**src/rtl/pipe_buf_stage.sv**
```systemverilog
// Pipeline register stage with valid/ready flow control, flush and a saturating stall counter.
// Define PIPE_BUF_SKID_EN to build the 2-entry skid buffer; otherwise a single register stage.
module pipe_buf_stage #(
  parameter int                DATA_W  = 32,
  parameter logic [DATA_W-1:0] NOP_VAL = '0,
  parameter int                STALL_W = 16
) (
  input  logic               clk,
  input  logic               reset,
  input  logic               flush,
  input  logic               in_valid,
  output logic               in_ready,
  input  logic [DATA_W-1:0]  in_data,
  output logic               out_valid,
  input  logic               out_ready,
  output logic [DATA_W-1:0]  out_data,
  output logic [STALL_W-1:0] stall_cnt
);

  // Handshake: a transfer happens on any cycle where valid && ready at the rising
  // edge; valid never depends on ready, and flush overrides every transfer.
  logic in_xfer;
  logic out_xfer;
  assign in_xfer  = in_valid && in_ready;
  assign out_xfer = out_valid && out_ready;

  logic [STALL_W-1:0] stall_q, stall_d;

  always_comb begin
    stall_d = stall_q;
    if (out_valid && !out_ready && (stall_q != '1)) begin
      stall_d = stall_q + STALL_W'(1);
    end
  end

  // The stall count survives flush; only reset clears it.
  always_ff @(posedge clk) begin
    if (reset) begin
      stall_q <= '0;
    end else begin
      stall_q <= stall_d;
    end
  end

  assign stall_cnt = stall_q;

`ifdef PIPE_BUF_SKID_EN

  typedef enum logic [1:0] {
    EMPTY = 2'd0,
    ONE   = 2'd1,
    FULL  = 2'd2
  } state_e;

  state_e             state_q, state_d;
  logic [DATA_W-1:0]  main_q, main_d;
  logic [DATA_W-1:0]  skid_q, skid_d;
  logic               in_ready_q;

  always_comb begin
    state_d = state_q;
    main_d  = main_q;
    skid_d  = skid_q;
    if (flush) begin
      state_d = EMPTY;
    end else begin
      case (state_q)
        EMPTY: begin
          if (in_xfer) begin
            main_d  = in_data;
            state_d = ONE;
          end
        end
        ONE: begin
          case ({in_xfer, out_xfer})
            2'b10: begin
              skid_d  = in_data;
              state_d = FULL;
            end
            2'b01: state_d = EMPTY;
            2'b11: main_d  = in_data;
            default: state_d = ONE;
          endcase
        end
        FULL: begin
          // The skid entry is the next oldest, so it slides into main.
          if (out_xfer) begin
            main_d  = skid_q;
            state_d = ONE;
          end
        end
        default: state_d = EMPTY;
      endcase
    end
  end

  always_ff @(posedge clk) begin
    if (reset) begin
      state_q    <= EMPTY;
      main_q     <= NOP_VAL;
      skid_q     <= NOP_VAL;
      in_ready_q <= 1'b1;
    end else begin
      state_q    <= state_d;
      main_q     <= main_d;
      skid_q     <= skid_d;
      in_ready_q <= (state_d != FULL);
    end
  end

  // in_ready comes straight from a flop, breaking the out_ready -> in_ready path.
  assign in_ready  = in_ready_q;
  assign out_valid = (state_q != EMPTY);
  assign out_data  = out_valid ? main_q : NOP_VAL;

`else

  logic              valid_q, valid_d;
  logic [DATA_W-1:0] data_q, data_d;

  always_comb begin
    valid_d = valid_q;
    data_d  = data_q;
    if (flush) begin
      valid_d = 1'b0;
    end else if (in_xfer) begin
      valid_d = 1'b1;
      data_d  = in_data;
    end else if (out_xfer) begin
      valid_d = 1'b0;
    end
  end

  always_ff @(posedge clk) begin
    if (reset) begin
      valid_q <= 1'b0;
      data_q  <= NOP_VAL;
    end else begin
      valid_q <= valid_d;
      data_q  <= data_d;
    end
  end

  assign in_ready  = out_ready || !valid_q;
  assign out_valid = valid_q;
  assign out_data  = valid_q ? data_q : NOP_VAL;

`endif

endmodule

```
**config.mk**
```make
export PLATFORM = sky130hd
export DESIGN_NAME = pipe_buf_stage
export DESIGN_NICKNAME = d
export VERILOG_FILES = /design/src/rtl/pipe_buf_stage.sv
export SDC_FILE = /design/constraint.sdc
export NUM_CORES = 1
export LEC_CHECK = 0
export CORE_ASPECT_RATIO = 1.4
export CORE_MARGIN = 2
export CORE_UTILIZATION = 46
export DETAILED_ROUTE_END_ITERATION = 7
export HOLD_SLACK_MARGIN = 0.02
export PLACE_DENSITY = 0.85
export SLEW_MARGIN = 20
export SYNTH_ARGS = -nofsm -noshare
export SYNTH_HDL_FRONTEND = slang
export SYNTH_SLANG_ARGS = --single-unit
```
**constraint.sdc**
```tcl
create_clock -name clk -period 5.5 [get_ports clk]
set_clock_uncertainty 0.15 [all_clocks]
set_input_delay 1.1 -clock clk [delete_from_list [all_inputs] [get_ports clk]]
set_output_delay 1.1 -clock clk [all_outputs]
set_load 0.01 [all_outputs]
```
==> flow_summary.yaml, run 1 <==
place:
  gp_congestion: 0.8262
  place_ws_ns: 1.877
  hpwlAfterDp_um: 3654
  io_buffers: 86
floorplanning:
  row_count: 29
  die_y_um: 85.03
  dieWidth_um: 61.88
  ioPinCount: 87
  start_util_pct: 47.56
  die_area_um2: 5261
  core-area_um2: 4536
synth:
  syn_nets: 311
  seq_area_frac_synth_pct: 45.48
  ys_ff_latch: 49
  ys_types: 34
  synth_area_um2: 2157
  syn_avg_cell_area_um2: 7.901
  synthTopCellsByCount: "71 x nand2_1, 49 x dfxtp_1, 41 x a21oi_1, 32 x and2_1, 16 x clkbuf_1"
  yosysTopAreaCell: "dfxtp_1"
  synthCells: 273
  async_flop_share_pct: 0
  yosysWarningCount: 0
  synth_most_common_cell: "nand2_1"
  synth.area.top_cells: "dfxtp_1 45%, nand2_1 12%, a21oi_1 9.5%, and2_1 9.3%, a211oi_1 2.8%"
  synthFlopType: "dfxtp_1"
  synth_edf_count: 0
  synth_top_area_share_pct: 45.48
cells_and_area:
  regArea_um2: 980.9
  layout-drive-gt1-share_pct: 3.429
  nFillCells: 364
  area_growth_pct: 44.95
  layout.nets: 388
  n_antenna_cell: 0
  multi_input_area_um2: 1100
grt:
  antenna_found_initial: 0
  grt.total_usage_pct: 21.72
  grt_max_degree: 51
  grt_overflow: 0
  grt_first_pass_wirelength_um: 8914
  grt_pass1_vias: 2002
cts:
  clk_latency_ns: 0.30
  cts_made_buffers: 5
  cts_tree: "built"
  root_buffer: "clkbuf_8"
  cts_setup_buffers: 0
  cts_buffer_depth: 2
  hold_buffers: 0
  clock_sink_count: 49
  cts_resized: 0
  h-tree-depth: 2
  clkTransAtPathRegs_ns: 0.08
detailed_routing:
  first_pass_iters: 4
  vias_per_cell: 5.277
  route.detailed.drc: 0
  wl_per_cell_um: 12.86
  num_vias: 2174
  drt_wl_total_um: 5297
  first_iter_violations: 150
  postRouteAntennaNets: 0
timing:
  setup_ws_ns: 1.874
  min_period_over_period_pct: 65.93
  tns_ns: 0
  tightestPinTransition_ns: 0.9635
  slew_viol_final: 0
  hold_ws_ns: 0.3011
  hold_violations: 0
  slew_headroom_pct: 35.68
  fin_crit_ns: 3.626
  setup_viol: 0
  fmax_ghz: 0.2758
  rsz0062_at_grt: "no"
worst_setup_path:
  cp-end-kind: "primary output"
  worst_path_dominant_cell_family: "buffers and inverters"
  cp.arrival_ns: 2.38
  crit_type: "input port to primary output"
  cp-start-kind: "input port"
  worstPathMaxFanout: 3
  path_cells: "clkdlybuf4s50_1 -> nor2b_1 -> inv_1 -> clkdlybuf4s50_1"
  critPathBufInv: 3
  slowest_delay_ns: 0.49
  cpMostUsedCell: "clkdlybuf4s50_1"
  cp_slowest_cell: "clkdlybuf4s50_1"
  required_ns: 4.25
outcome:
  outcome: "finished, final reports clean"
pwr:
  power_per_cell_area_nw_per_um2: 207.9
  p_leak_nw: 1.071
  ir_drop_v: 0.0001780
  power_w: 0.0006502
job:
  cap_viol_max_count: 0
worst_hold_path:
  min_path_type: "register to register"
==> area by class of cell <==
class                   count  share of cell area, %
clock buffers               7                  2.761
inverters                   3                 0.3601
multi-input cells         203                  35.17
flip-flops and latches     49                  31.37
well taps                  62                  2.481
repair buffers             88                  27.85
==> kinds of logic after synthesis <==
kind of cell	Yosys count	share of synthesized area, %
flip-flops	49	45.48
multiplexers	3	1.508
adder cells (fa/ha/maj)	1	0.5800
AO/OA/AOI/OAI	63	17.29
AND/OR/NAND/NOR	136	31.38
buffers and inverters	21	3.770
==> layout by cell type (no fill, tap or decap), drive strengths merged, types with 2 or more instances in the layout <==
| cell | netlist | final |
|---|---|---|
| nand2 | 71 | 71 |
| nand3b | 2 | 2 |
| nor4 | 2 | 2 |
| clkbuf | 16 | 7 |
| buf | 2 | 3 |
| nor2b | 4 | 4 |
| a211oi | 8 | 8 |
| nand3 | 3 | 3 |
| and2 | 32 | 32 |
| or4 | 2 | 2 |
| or3 | 3 | 3 |
| o31ai | 4 | 4 |
| clkdlybuf4s50 | 0 | 85 |
| nand4 | 4 | 4 |
| a21oi | 41 | 41 |
| nor3 | 2 | 2 |
| o311ai | 2 | 2 |
| and4 | 2 | 2 |
| mux2 | 2 | 2 |
| inv | 3 | 3 |
| dfxtp | 49 | 49 |
| o41ai | 2 | 2 |
| nor2 | 4 | 4 |
| a31oi | 2 | 2 |
==> worst reg2reg max path: cells and delay by family (launching register included) <==
kind                   cells  cell delay, ns
flip-flops                 1            0.96
AO/OA/AOI/OAI              1            0.15
AND/OR/NAND/NOR            3            0.86
buffers and inverters      2            0.47
==> through the flow <==
stage,cells,instance area (um2),utilization [%]
after floorplan,273,2157,-
after global placement,405,3040,67.03
after detailed placement,405,3040,67.03
after CTS,412,3127,68.94
after global routing,412,3127,68.94
final,412,3127,68.94
==> state kept, by name, indices dropped and copies added, names as in the netlist <==
signal / cells
data_q: 32
stall_cnt: 16
out_valid: 1
==> power breakdown <==
group          switching [W]  internal [W]
Sequential        0.00000738      0.000366
Clock               0.000110     0.0000999
Combinational      0.0000285     0.0000380
Total               0.000146      0.000504
==> worst paths after layout <==
check | startpoint | slack (ns) | to | cells past startpoint
setup / recovery | out_ready | 1.87 | in_ready | 4
hold / removal | data_q[26]$_SDFFE_PP0P_ | 0.30 | data_q[26]$_SDFFE_PP0P_ | 2
hold reg to reg | data_q[26]$_SDFFE_PP0P_ | 0.30 | data_q[26]$_SDFFE_PP0P_ | 2
setup reg to reg | out_valid$_SDFFE_PP0P_ | 2.83 | data_q[20]$_SDFFE_PP0P_ | 6
==> metal layers <==
metal	wire length, um	track usage [%]	share of wire (%)	vias to the layer above
li1	-	-	-	1090
met1	2112	25.60	40	991
met2	2707	37.42	51	85
met3	397	5.640	7.5	8
met4	80	6.383	1.5	0
met5	0	0	0	-
Note: power is estimated with default switching activity, not from simulation.
==> inputs of run 2 (changes only) <==
--- a/config.mk
+++ b/config.mk
@@ -7,10 +7,10 @@
 export LEC_CHECK = 0
 export CORE_ASPECT_RATIO = 1.4
 export CORE_MARGIN = 2
-export CORE_UTILIZATION = 46
+export CORE_UTILIZATION = 39
 export DETAILED_ROUTE_END_ITERATION = 7
 export HOLD_SLACK_MARGIN = 0.02
-export PLACE_DENSITY = 0.85
+export PLACE_DENSITY = 0.76
 export SLEW_MARGIN = 20
 export SYNTH_ARGS = -nofsm -noshare
 export SYNTH_HDL_FRONTEND = slang
==> constraint.sdc (replaced) <==
create_clock -name clk -period 3.15 [get_ports clk]
set_clock_uncertainty 0.15 [all_clocks]
set_input_delay 0.63 -clock clk [delete_from_list [all_inputs] [get_ports clk]]
set_output_delay 0.63 -clock clk [all_outputs]
set_load 0.01 [all_outputs]
==> run 2 against run 1 <==
Against the previous run: critical endpoint unchanged; non-clock buffer count increased by 2; via count is 0.23% lower; critical path depth unchanged; register-to-register slack got worse by 2.1 ns; wire length grew 0.79%; combinational power rose by 83%; first-iteration DRC count decreased by 0.67%; largest cell class unchanged.
==> flow_summary.yaml, run 2 (synthesis gave the netlist of run 1 again) <==
cts:
  clock_sink_count: 49
  cts_buffer_depth: 2
  cts_setup_buffers: 0
  clk_latency_ns: 0.30
  cts_resized: 0
  cts_made_buffers: 5
  root_buffer: "clkbuf_8"
  h-tree-depth: 2
  cts_tree: "built"
  clkTransAtPathRegs_ns: 0.09
  hold_buffers: 0
worst_setup_path:
  timing.rr.end: "stall_cnt[13]$_SDFFE_PP0P_"
  crit_type: "input port to primary output"
  r2r_setup_slack_ns: 0.72
  r2r_start: "out_valid$_SDFFE_PP0P_"
  cpMostUsedCell: "clkdlybuf4s50_1"
  required_ns: 2.37
  cp-end-kind: "primary output"
  cp_slowest_cell: "clkdlybuf4s50_1"
  crit_end: "in_ready"
  cp.arrival_ns: 1.93
  worstPathMaxFanout: 3
  cp-start-kind: "input port"
  cp-startpoint: "out_ready"
  slowest_delay_ns: 0.49
  path_cells: "clkdlybuf4s50_1 -> nor2b_1 -> inv_1 -> clkdlybuf4s50_1"
  reg2reg_depth: 5
grt:
  antenna_found_initial: 0
  grt_first_pass_wirelength_um: 8790
  grt.total_usage_pct: 18.07
  grt_util_met3_pct: 4.049
  grt_use_met2_pct: 30.67
  grt_max_degree: 33
  grt_pass1_vias: 1980
  grt_overflow: 0
  grt_busiest_layer: "met2"
  use_met1_pct: 22.19
cells_and_area:
  layout.nets: 390
  largest_reg_flops: 32
  n_antenna_cell: 0
  largest-register: "data_q"
  most-common-layout-cells: "85 x clkdlybuf4s50_1, 71 x nand2_1, 49 x dfxtp_1"
  final_common_cell: "clkdlybuf4s50_1"
  layout-drive-gt1-share_pct: 4.249
  area_growth_pct: 46.40
place:
  gp_congestion: 0.8149
  io_buffers: 86
  place_ws_ns: 0.4319
  hpwlAfterDp_um: 3791
detailed_routing:
  route.detailed.drc: 0
  wl_per_cell_um: 12.68
  first_iter_violations: 149
  num_vias: 2169
  drt_wl_total_um: 5339
  postRouteAntennaNets: 0
  first_pass_iters: 4
  vias_per_cell: 5.152
timing:
  setup_viol: 0
  tns_ns: 0
  fin_crit_ns: 2.706
  slew_viol_final: 0
  hold_violations: 0
  setup_ws_ns: 0.4440
  rsz0062_at_grt: "no"
  tightestPinTransition_ns: 0.6435
  slew_headroom_pct: 56.71
  min_period_over_period_pct: 85.90
  fmax_ghz: 0.3695
pwr:
  p_sw_w: 0.0002638
  swShare_pct: 23.43
  intPower_w: 0.0008622
  pwr-share-comb_pct: 10.8
  clkPwrFrac_pct: 31.5
  p_leak_nw: 1.085
  ir_drop_v: 0.0002144
  seq_power_share_pct: 57.7
  power_per_cell_area_nw_per_um2: 356.6
worst_hold_path:
  hp-start: "data_q[29]$_SDFFE_PP0P_"
  min_path_type: "register to register"
floorplanning:
  die_y_um: 92.00
  die_area_um2: 6150
  dieWidth_um: 66.86
  row_count: 32
  ioPinCount: 87
  start_util_pct: 39.91
  core-area_um2: 5405
outcome:
  outcome: "finished, final reports clean"
job:
  cap_viol_max_count: 0
==> run 2: cell count changes in the layout (fill, tap and decap cells not counted) <==
cell and delta:
buf_12 +1, buf_4 +1, clkbuf_8 -1, clkinv_2 +2
==> run 2: how the worst min path moves through the flow <==
stage	end	slack (ns)	depth (start not counted)
4_1_cts	data_q[20]$_SDFFE_PP0P_	0.30	2
3_3_place_gp	data_q[16]$_SDFFE_PP0P_	0.29	2
6_report	data_q[29]$_SDFFE_PP0P_	0.30	2
3_5_place_dp	data_q[15]$_SDFFE_PP0P_	0.29	2
5_1_grt	data_q[20]$_SDFFE_PP0P_	0.32	2
2_1_floorplan	data_q[0]$_SDFFE_PP0P_	0.28	2
==> run 2: layer usage <==
layer	wire, um	share of wire, %
met5	0	0
met2	2722	51
met4	102	1.9
met1	2265	42
met3	248	4.6
==> run 2: metrics by stage <==
stage	area (um2)	util, %	total power, W	hold slack, ns	cells
after floorplan	2157	-	0.0007133	0.2817	273
after global placement	3075	56.90	0.0007860	0.2868	413
after detailed placement	3075	56.90	0.0007875	0.2920	413
after CTS	3158	58.43	0.001140	0.3039	421
after global routing	3158	58.43	0.001173	0.3184	421
final	3158	58.43	0.001126	0.3022	421
==> run 2: critical path: cells and delay by family <==
kind / cells / cell delay, ns
and+or+nand+nor: 1 / 0.25
buffers and inverters: 3 / 1.05
==> run 2: area by class of cell <==
cell class / count / area (um2)
repair buffers: 90 / 898.4
flip-flops and latches: 49 / 980.9
well taps: 68 / 85.08
clock buffers: 6 / 72.57
inverters: 3 / 11.26
multi-input cells: 203 / 1100
clock inverters: 2 / 10.01
fillers: 536 / 2247
==> run 2: power by group through the flow <==
| stage | sequential [W] | clock (W) | combinational, W |
|---|---|---|---|
| after CTS | 0.000650 | 0.000367 | 0.000124 |
| after detailed placement | 0.000664 | 0 | 0.000123 |
| after floorplan | 0.000661 | 0 | 0.0000523 |
| after global routing | 0.000652 | 0.000386 | 0.000135 |
| after global placement | 0.000663 | 0 | 0.000123 |
| final | 0.000649 | 0.000355 | 0.000122 |
